<file path="config.mk">
export PLATFORM = sky130hd
export DESIGN_NAME = motor602_uart_cmd_rx
export DESIGN_NICKNAME = d
export VERILOG_FILES = /design/src/rtl/motor602_uart_pkg.sv /design/src/rtl/motor602_uart_rx_core.sv /design/src/rtl/motor602_uart_cmd_rx.sv
export SDC_FILE = /design/constraint.sdc
export NUM_CORES = 1
export LEC_CHECK = 0
export BUFFER_PORTS_ARGS = -buffer_cell sky130_fd_sc_hd__buf_2
export CAP_MARGIN = 20
export CORE_MARGIN = 4
export CORE_UTILIZATION = 45
export CTS_CLUSTER_SIZE = 20
export DETAILED_ROUTE_END_ITERATION = 7
export PLACE_DENSITY = 0.74
export SYNTH_ARGS = -nofsm -noshare
export SYNTH_HDL_FRONTEND = slang
export SYNTH_SLANG_ARGS = --single-unit
</file>
<file path="constraint.sdc">
create_clock -name clk50mhzI -period 3.9 [get_ports clk50mhzI]
set_input_delay 1.17 -clock clk50mhzI [delete_from_list [all_inputs] [get_ports clk50mhzI]]
set_output_delay 1.17 -clock clk50mhzI [all_outputs]
set_load 0.03 [all_outputs]
</file>
<file path="src/rtl/motor602_uart_pkg.sv">
// motor602_uart_pkg: shared receiver state enum, baud timing helpers and command byte codes
package motor602_uart_pkg;

    typedef enum logic [2:0] {IDLE, START, DATA, STOP, WAITHI} rxState_t;

    function automatic int bitCyc(input int clkHz, input int baud);
        return clkHz / baud;
    endfunction

    localparam int BIT_CYC  = bitCyc(50_000_000, 115200);
    localparam int HALF_CYC = BIT_CYC / 2;

    localparam logic [7:0] CMD_START     = 8'h53;
    localparam logic [7:0] CMD_STOP      = 8'h58;
    localparam logic [7:0] CMD_INV       = 8'h52;
    localparam logic [7:0] CMD_SPEED_INC = 8'h2B;
    localparam logic [7:0] CMD_SPEED_DEC = 8'h2D;
    localparam logic [7:0] CMD_POWER_INC = 8'h50;
    localparam logic [7:0] CMD_POWER_DEC = 8'h70;

    // one-hot pulse selection {powerDec, powerInc, speedDec, speedInc}; zero for non-pulse bytes
    function automatic logic [3:0] pulseOf(input logic [7:0] b);
        return b == CMD_SPEED_INC ? 4'b0001 :
               b == CMD_SPEED_DEC ? 4'b0010 :
               b == CMD_POWER_INC ? 4'b0100 :
               b == CMD_POWER_DEC ? 4'b1000 : 4'b0000;
    endfunction

endpackage

</file>
<file path="src/rtl/motor602_uart_rx_core.sv">
// motor602_uart_rx_core: 8N1 UART byte receiver; UART_RX_GLITCH_FILTER_EN enables 2-of-3 majority sampling
module motor602_uart_rx_core
    import motor602_uart_pkg::*;
#(
    parameter int CLK_HZ = 50_000_000,
    parameter int BAUD   = 115200
) (
    input  logic       clk,
    input  logic       nRst,
    input  logic       rxAsync,
    output logic [7:0] rxByte,
    output logic       rxValid,
    output logic       frameErr
);

`ifdef UART_RX_GLITCH_FILTER_EN
    localparam int FILT = 1;
`else
    localparam int FILT = 0;
`endif
    localparam int BIT_C = bitCyc(CLK_HZ, BAUD);
    localparam int HALF_C = BIT_C / 2;
    localparam int CW = $clog2(BIT_C + 1);
    localparam int SW = 3 + FILT;
    // the majority decision lands one clock after the centre, so only the start
    // sample is pushed back; later bits keep exact BIT_C spacing from there
    localparam logic [CW-1:0] START_END = CW'(HALF_C - 1 + FILT);
    localparam logic [CW-1:0] BIT_END = CW'(BIT_C - 1);

    rxState_t state;
    logic [SW-1:0] syncSh;
    logic [CW-1:0] cnt;
    logic [2:0] bitIdx;
    logic [7:0] dataSh;
    logic rxS, fall, sample;

    assign rxS = syncSh[1];
    assign fall = syncSh[2] & ~rxS;
`ifdef UART_RX_GLITCH_FILTER_EN
    assign sample = (rxS & syncSh[2]) | (rxS & syncSh[3]) | (syncSh[2] & syncSh[3]);
`else
    assign sample = rxS;
`endif

    // synchronizer, frame FSM, bit/baud counters and registered strobes
    always_ff @(posedge clk) begin
        if (!nRst) begin
            state <= IDLE;
            syncSh <= '1;
            cnt <= '0;
            bitIdx <= '0;
            dataSh <= '0;
            rxByte <= '0;
            rxValid <= 1'b0;
            frameErr <= 1'b0;
        end else begin
            syncSh <= {syncSh[SW-2:0], rxAsync};
            rxValid <= 1'b0;
            frameErr <= 1'b0;
            cnt <= cnt + 1'b1;
            case (state)
                IDLE: begin
                    cnt <= '0;
                    bitIdx <= '0;
                    if (fall) state <= START;
                end
                START: if (cnt == START_END) begin
                    cnt <= '0;
                    bitIdx <= '0;
                    state <= sample ? IDLE : DATA;
                end
                DATA: if (cnt == BIT_END) begin
                    cnt <= '0;
                    dataSh <= {sample, dataSh[7:1]};
                    bitIdx <= (bitIdx == 3'd7) ? 3'd0 : bitIdx + 3'd1;
                    if (bitIdx == 3'd7) state <= STOP;
                end
                STOP: if (cnt == BIT_END) begin
                    cnt <= '0;
                    if (sample) begin
                        rxByte <= dataSh;
                        rxValid <= 1'b1;
                        state <= IDLE;
                    end else begin
                        frameErr <= 1'b1;
                        state <= WAITHI;
                    end
                end
                WAITHI: begin
                    cnt <= '0;
                    if (rxS) state <= IDLE;
                end
                default: state <= IDLE;
            endcase
        end
    end

endmodule

</file>
<file path="src/rtl/motor602_uart_cmd_rx.sv">
// motor602_uart_cmd_rx: UART command receiver driving motor levels and timed button pulses; optional UART_RX_GLITCH_FILTER_EN
module motor602_uart_cmd_rx
    import motor602_uart_pkg::*;
#(
    parameter int CLK_HZ    = 50_000_000,
    parameter int BAUD      = 115200,
    parameter int PULSE_CYC = 50_000
) (
    input  logic       clk50mhzI,
    input  logic       nRstI,
    input  logic       uRxI,
    output logic       m3startO,
    output logic       m3forceStopO,
    output logic       m3invRotateO,
    output logic       m3speedINCo,
    output logic       m3speedDECo,
    output logic       m3powerINCo,
    output logic       m3powerDECo,
    output logic [7:0] rxByteO,
    output logic       rxValidO,
    output logic       frameErrO
);

    localparam int PW = $clog2(PULSE_CYC + 1);
    localparam logic [PW-1:0] PULSE_LOAD = PW'(PULSE_CYC - 1);

    logic [3:0] pulse, newPulse;
    logic [PW-1:0] pulseCnt;

    motor602_uart_rx_core #(.CLK_HZ(CLK_HZ), .BAUD(BAUD)) rxCore (
        .clk(clk50mhzI),
        .nRst(nRstI),
        .rxAsync(uRxI),
        .rxByte(rxByteO),
        .rxValid(rxValidO),
        .frameErr(frameErrO)
    );

    assign newPulse = pulseOf(rxByteO);
    assign {m3powerDECo, m3powerINCo, m3speedDECo, m3speedINCo} = pulse;

    // command decode: levels update on any received byte, pulses share one down-counter
    always_ff @(posedge clk50mhzI) begin
        if (!nRstI) begin
            pulse <= '0;
            pulseCnt <= '0;
            m3startO <= 1'b0;
            m3forceStopO <= 1'b0;
            m3invRotateO <= 1'b0;
        end else begin
            if (rxValidO && newPulse != 4'b0000) begin
                pulse <= newPulse;
                pulseCnt <= PULSE_LOAD;
            end else if (pulse != 4'b0000) begin
                if (pulseCnt == '0) pulse <= '0;
                else pulseCnt <= pulseCnt - 1'b1;
            end
            if (rxValidO && rxByteO == CMD_START) begin
                m3startO <= 1'b1;
                m3forceStopO <= 1'b0;
            end
            if (rxValidO && rxByteO == CMD_STOP) begin
                m3startO <= 1'b0;
                m3forceStopO <= 1'b1;
            end
            if (rxValidO && rxByteO == CMD_INV) m3invRotateO <= ~m3invRotateO;
        end
    end

endmodule

</file>
# Yosys cells after proc, flatten, opt, wreduce, memory -nomap -nowiden
# Index checks and enable logic that the tools add are counted.
# classes
addsub	3
n_eq_ne	21
mux	30
bitwise	5
reduce_logical	24
# op_table
operator	n
16-bit two-way mux	3
8-bit by 7-bit == test with 1-bit output (second input constant)	5
3-bit two-way mux	10
4-bit two-way mux	7
9-bit one-hot mux with 3 select lines	1
9-bit two-way mux	2
8-bit by 6-bit == test with 1-bit output (second input constant)	2
16-bit logical NOT	1
16-bit by 1-bit subtractor with 16-bit output (second input constant)	1
3-bit one-hot mux with 5 select lines	1
2-bit by 1-bit != test with 1-bit output (second input constant)	6
9-bit by 1-bit adder with 9-bit output (second input constant)	1
9-bit by 8-bit == test with 1-bit output (second input constant)	1
9-bit == test (second input constant)	1
3-bit one-hot mux with 3 select lines	1
3-bit AND reduction	3
2-bit AND reduction	4
4-bit nonzero test	2
2-bit OR reduction	4
3-bit by 2-bit == test with 1-bit output (second input constant)	2
3-bit == test (second input constant)	2
6-bit AND reduction	1
2-bit nonzero test	3
1-bit logical AND	4
9 further kinds	15
# word_totals
register_bits	59
in_bits	3
output_inout_bits	17
wordCells	97

# Depth between registers and ports, before layout
# depth
ltp_word	9
mapped_depth	8
depth_no_buf	7

# Cells and area by module
# Synthesis repeated with hierarchy kept, for this count alone.
# hier_totals
cells_unflattened	303
area_unflattened_um2	2872.8
# modules_own_cells
mod	n_inst	cells_each	area_each_um2	seq_area_each_um2
motor602_uart_rx_core	1	162	1579.0	720.7
motor602_uart_cmd_rx	1	141	1293.7	460.4

# Least setup slack after synthesis
# OpenSTA, ideal clock, no wires.
# synth_path
path_type	input port to flip-flop
from	input port nRstI
to	register pulse[3]
setup_ps	61
arrival_ps	2119
t_required_ps	3839
setup_slack_ps	1720
stages	4
path_buffers	1
path_cell_list	clkbuf_1 > clkinv_1 > nor4_1 > a32o_1
# synth_lines
item	line	rtl
start, declared	motor602_uart_cmd_rx.sv:10	input logic nRstI,
end signal, assigned	motor602_uart_cmd_rx.sv:52	pulse <= newPulse;
end, declared	motor602_uart_cmd_rx.sv:27	logic [3:0] pulse, newPulse;

# Worst setup path after layout
# layout_path
from	register rxCore.rxByte[1]
to	output port rxByteO[1]
# layout_lines
item	line	rtl
start, declared	motor602_uart_rx_core.sv:11	output logic [7:0] rxByte,
start signal, assigned	motor602_uart_rx_core.sv:81	rxByte <= dataSh;
end, declared	motor602_uart_cmd_rx.sv:19	output logic [7:0] rxByteO,
# No word-level cell between the ends.

==> results.sh <==
export IMPL_synth_async_reset_ratio=0
export IMPL_cap_violations=0
export IMPL_cpPeakStageDelay_ns=0.49
export IMPL_slew_viol_final=0
export IMPL_hpwl_mm=3.619
export IMPL_yosys_area_share_adder=0.02817
export IMPL_critical_path_required_ns=2.73
export IMPL_grt_pass1_vias=2010
export IMPL_vias_per_cell=5.547
export IMPL_die_h_microns=84.96
export IMPL_min_to="rxCore.syncSh[1]"
export IMPL_synthCells=302
export IMPL_synth_top_area_share=0.4432
export IMPL_final_setup_viol_count=0
export IMPL_synth_xor_area_frac=0.05915
export IMPL_slowest_stage="dfxtp_1"
export IMPL_num_io_pins=20
export IMPL_ys_seq_elements=59
export IMPL_drive_above_1_share=0.1231
export IMPL_port_buffers=19
export IMPL_p_leak_nw=1.079
export IMPL_stdcell_area_sq_um=3017
export IMPL_cp_max_fo=9
export IMPL_synth_top_cells_by_area="dfxtp_1 44%, nor2_1 4.8%, xnor2_1 4.6%, a21oi_1 4.5%, mux2i_1 3.8%"
export IMPL_nFillCells=514
export IMPL_regToRegSetupSlack_ns=1.71
export IMPL_fin_crit_sh=0.5792
export IMPL_synth_top_family_by_area="simple AND/OR/NAND/NOR gates"
export IMPL_crit_family="flip-flops"
export IMPL_wl_met2_mm=2.481
export IMPL_reg2reg_from="rxCore.cnt[4]"
export IMPL_grt_max_degree=36
export IMPL_cts_max_path_buffers=2
export IMPL_wl_met3_microns=220
export IMPL_post_cts_buffers=0
export IMPL_hold_path_class="register to register"
export IMPL_fin_cells=397
export IMPL_core_sq_um=5608
export IMPL_slew_headroom=0.5033
export IMPL_fmax_ghz=0.4427
export IMPL_cts_hold_buffers_added=0
export IMPL_syn_nets=311
export IMPL_fin_skew_ns=0.007093
export IMPL_htreeDepth=3
export IMPL_synth_cell_area_sq_um=2665
export IMPL_vias=2202
export IMPL_yosysWarningCount=0
export IMPL_synth_edf_count=0
export IMPL_antennaDiodeCount=0
export IMPL_r2r_end="rxCore.rxByte[4]"
export IMPL_muxShareOfSynthArea=0.03756
export IMPL_antenna_found_initial=0
export IMPL_startpoint_type="register"
export IMPL_routedWlPerCell_microns=13.08
export IMPL_area_growth_pct=13.19
export IMPL_routed_wl_mm=5.192
export IMPL_cts_tree="yes"
export IMPL_top_layer_used="met4"
export IMPL_place_congestion=0.8200
export IMPL_grt_overflow=0
export IMPL_dieArea_sq_um=7217
export IMPL_place_inst=381
export IMPL_path_clk_slew_ns=0.06
export IMPL_period_needed_ns=2.259
export IMPL_rows=27
export IMPL_cts_buffers=9
export IMPL_grtUsageTotal=0.1536
export IMPL_grt_pass1_wl_mm=9.011
export IMPL_start_util=0.4752
export IMPL_cts_root_buf="clkbuf_8"
export IMPL_die_x_microns=84.96
export IMPL_clock_latency_ns=0.33
export IMPL_postPlaceCellArea_sq_um=2810
export IMPL_rr_worst_depth=5
export IMPL_status="completed"
export IMPL_crit_cells=1
export IMPL_hold_violations=0
export IMPL_irDropWorstVdd_mv=0.3565
export IMPL_p_per_area_nw_per_um2=455.1
export IMPL_whs_path_depth=1
export IMPL_grt_setup_unrepaired="false"
export IMPL_synthSimpleGateAreaFrac=0.2653
export IMPL_synth_compound_area_share=0.1319
export IMPL_tightest_slew_ns=0.7334
export IMPL_synth_distinct_cells=49
export IMPL_crit_path_end_kind="primary output"
export IMPL_synth_seq_area_share=0.4432
export IMPL_m1WireLength_mm=2.402
export IMPL_crit_chain="buf_2"
export IMPL_drc=0
export IMPL_cts_resized=0
export IMPL_criticalPathCategory="register to primary output"
export IMPL_synth_area_per_cell_sq_um=8.825
export IMPL_ant_nets=0
export IMPL_critical_path_arrival_ns=1.09
export IMPL_synth_top_cell_by_area="dfxtp_1"
export IMPL_cts_sinks=59
export IMPL_final_nets=329
export IMPL_cp_num_buf_inv=1
export IMPL_first_iter_violations=78
export IMPL_firstDrtPassIters=4
export IMPL_min_from="rxCore.syncSh[0]"
export IMPL_final_setup_tns_ns=0
export IMPL_ys_dominant_reg_cell="dfxtp_1"
where the power goes:
group          leakage (nW)  switching (mW)  internal (mW)
combinational         0.499          0.0961         0.0544
clock                 0.104           0.220          0.348
sequential            0.476          0.0313          0.623
total                  1.08           0.347           1.03
flip-flops by register name, summed over array words and instances (netlist names):
signal           count
m3invRotateO         1
rxCore.cnt           9
rxCore.frameErr      1
rxCore.dataSh        8
rxCore.state         3
rxCore.syncSh        3
pulse                4
rxCore.rxByte        8
rxCore.bitIdx        3
m3startO             1
rxCore.rxValid       1
m3forceStopO         1
pulseCnt            16
synth_stat cells, types with 2 or more instances:
| library cell | number |
|---|---|
| o41ai_1 | 3 |
| or3_1 | 3 |
| nand4b_1 | 4 |
| clkbuf_1 | 10 |
| xor2_1 | 4 |
| and2_1 | 2 |
| nor4_4 | 2 |
| o21ai_0 | 6 |
| xnor2_1 | 14 |
| nand4_1 | 3 |
| a31oi_1 | 3 |
| nand3_1 | 16 |
| nor3_1 | 8 |
| buf_2 | 5 |
| inv_1 | 7 |
| dfxtp_1 | 59 |
| nand3b_1 | 2 |
| or2_2 | 2 |
| nor2_1 | 34 |
| a21oi_1 | 24 |
| or4_1 | 2 |
| nor4_1 | 5 |
| a21o_1 | 2 |
| mux2i_1 | 10 |
| nor3b_1 | 3 |
| ha_1 | 6 |
| nand2_1 | 26 |
| a211oi_1 | 3 |
| a311oi_1 | 3 |
| and3_1 | 5 |
| nand2b_1 | 8 |
stage by stage:
step / power (mW) / setup slack, ns / hold WS, ns / util
2_1_floorplan: 0.7843 / 1.720 / 0.3863 / -
3_3_place_gp: 0.8130 / 1.789 / 0.3955 / 0.5011
3_5_place_dp: 0.8185 / 1.690 / 0.3965 / 0.5011
4_1_cts: 1.392 / 1.623 / 0.4148 / 0.5379
5_1_grt: 1.449 / 1.466 / 0.4384 / 0.5379
6_report: 1.373 / 1.641 / 0.4096 / 0.5379
cell usage in the layout, fill, tap and decap left out, drive strengths merged, types with 10 or more instances in the layout:
master,netlist,final
a21oi,24,24
nand2,26,26
nand3,16,16
buf,5,22
xnor2,14,14
clkbuf,10,15
nor2,34,34
dfxtp,59,59
mux2i,10,10
cell type report:
type | instances | area (sq um) | share of cell area
Clock inverter | 1 | 30.03 | 0.009954
Inverter | 8 | 30.03 | 0.009954
Timing Repair Buffer | 22 | 117.6 | 0.03899
Clock buffer | 15 | 176.4 | 0.05848
Tap cell | 72 | 90.09 | 0.02986
Multi-Input combinational cell | 220 | 1391 | 0.4612
Sequential cell | 59 | 1181 | 0.3915
cell families (layout without fill, tap and decap cells):
kind of cell    Yosys count  after routing
flops                    59             59
compound gates           55             55
simple gates            131            131
xor+xnor                 18             18
buf+inv                  23             46
fa+ha+maj                 6              6
mux                      10             10
metal layers:
layer,up-vias,global-route usage
met3,10,0.06311
met4,0,0.05324
met1,1045,0.1894
met2,34,0.2422
met5,-,0
li1,1113,-
worst reg2reg max path, delay by kind of cell, from the launching register on:
kind,cells,cell delay [ns]
AND/OR/NAND/NOR,4,1.39
flip-flops,1,0.41
multiplexers,1,0.26
worst max-delay path by stage:
stage                           startpoint               end  slack, ns
after detailed placement     rxCore.cnt[4]  rxCore.rxByte[4]       1.69
after CTS                 rxCore.rxByte[1]        rxByteO[1]       1.62
after floorplan                      nRstI          pulse[3]       1.72
final                     rxCore.rxByte[1]        rxByteO[1]       1.64
after global placement       rxCore.cnt[2]  rxCore.rxByte[6]       1.79
after global routing         rxCore.cnt[4]  rxCore.rxByte[0]       1.47
(Power assumes the default switching activity.)
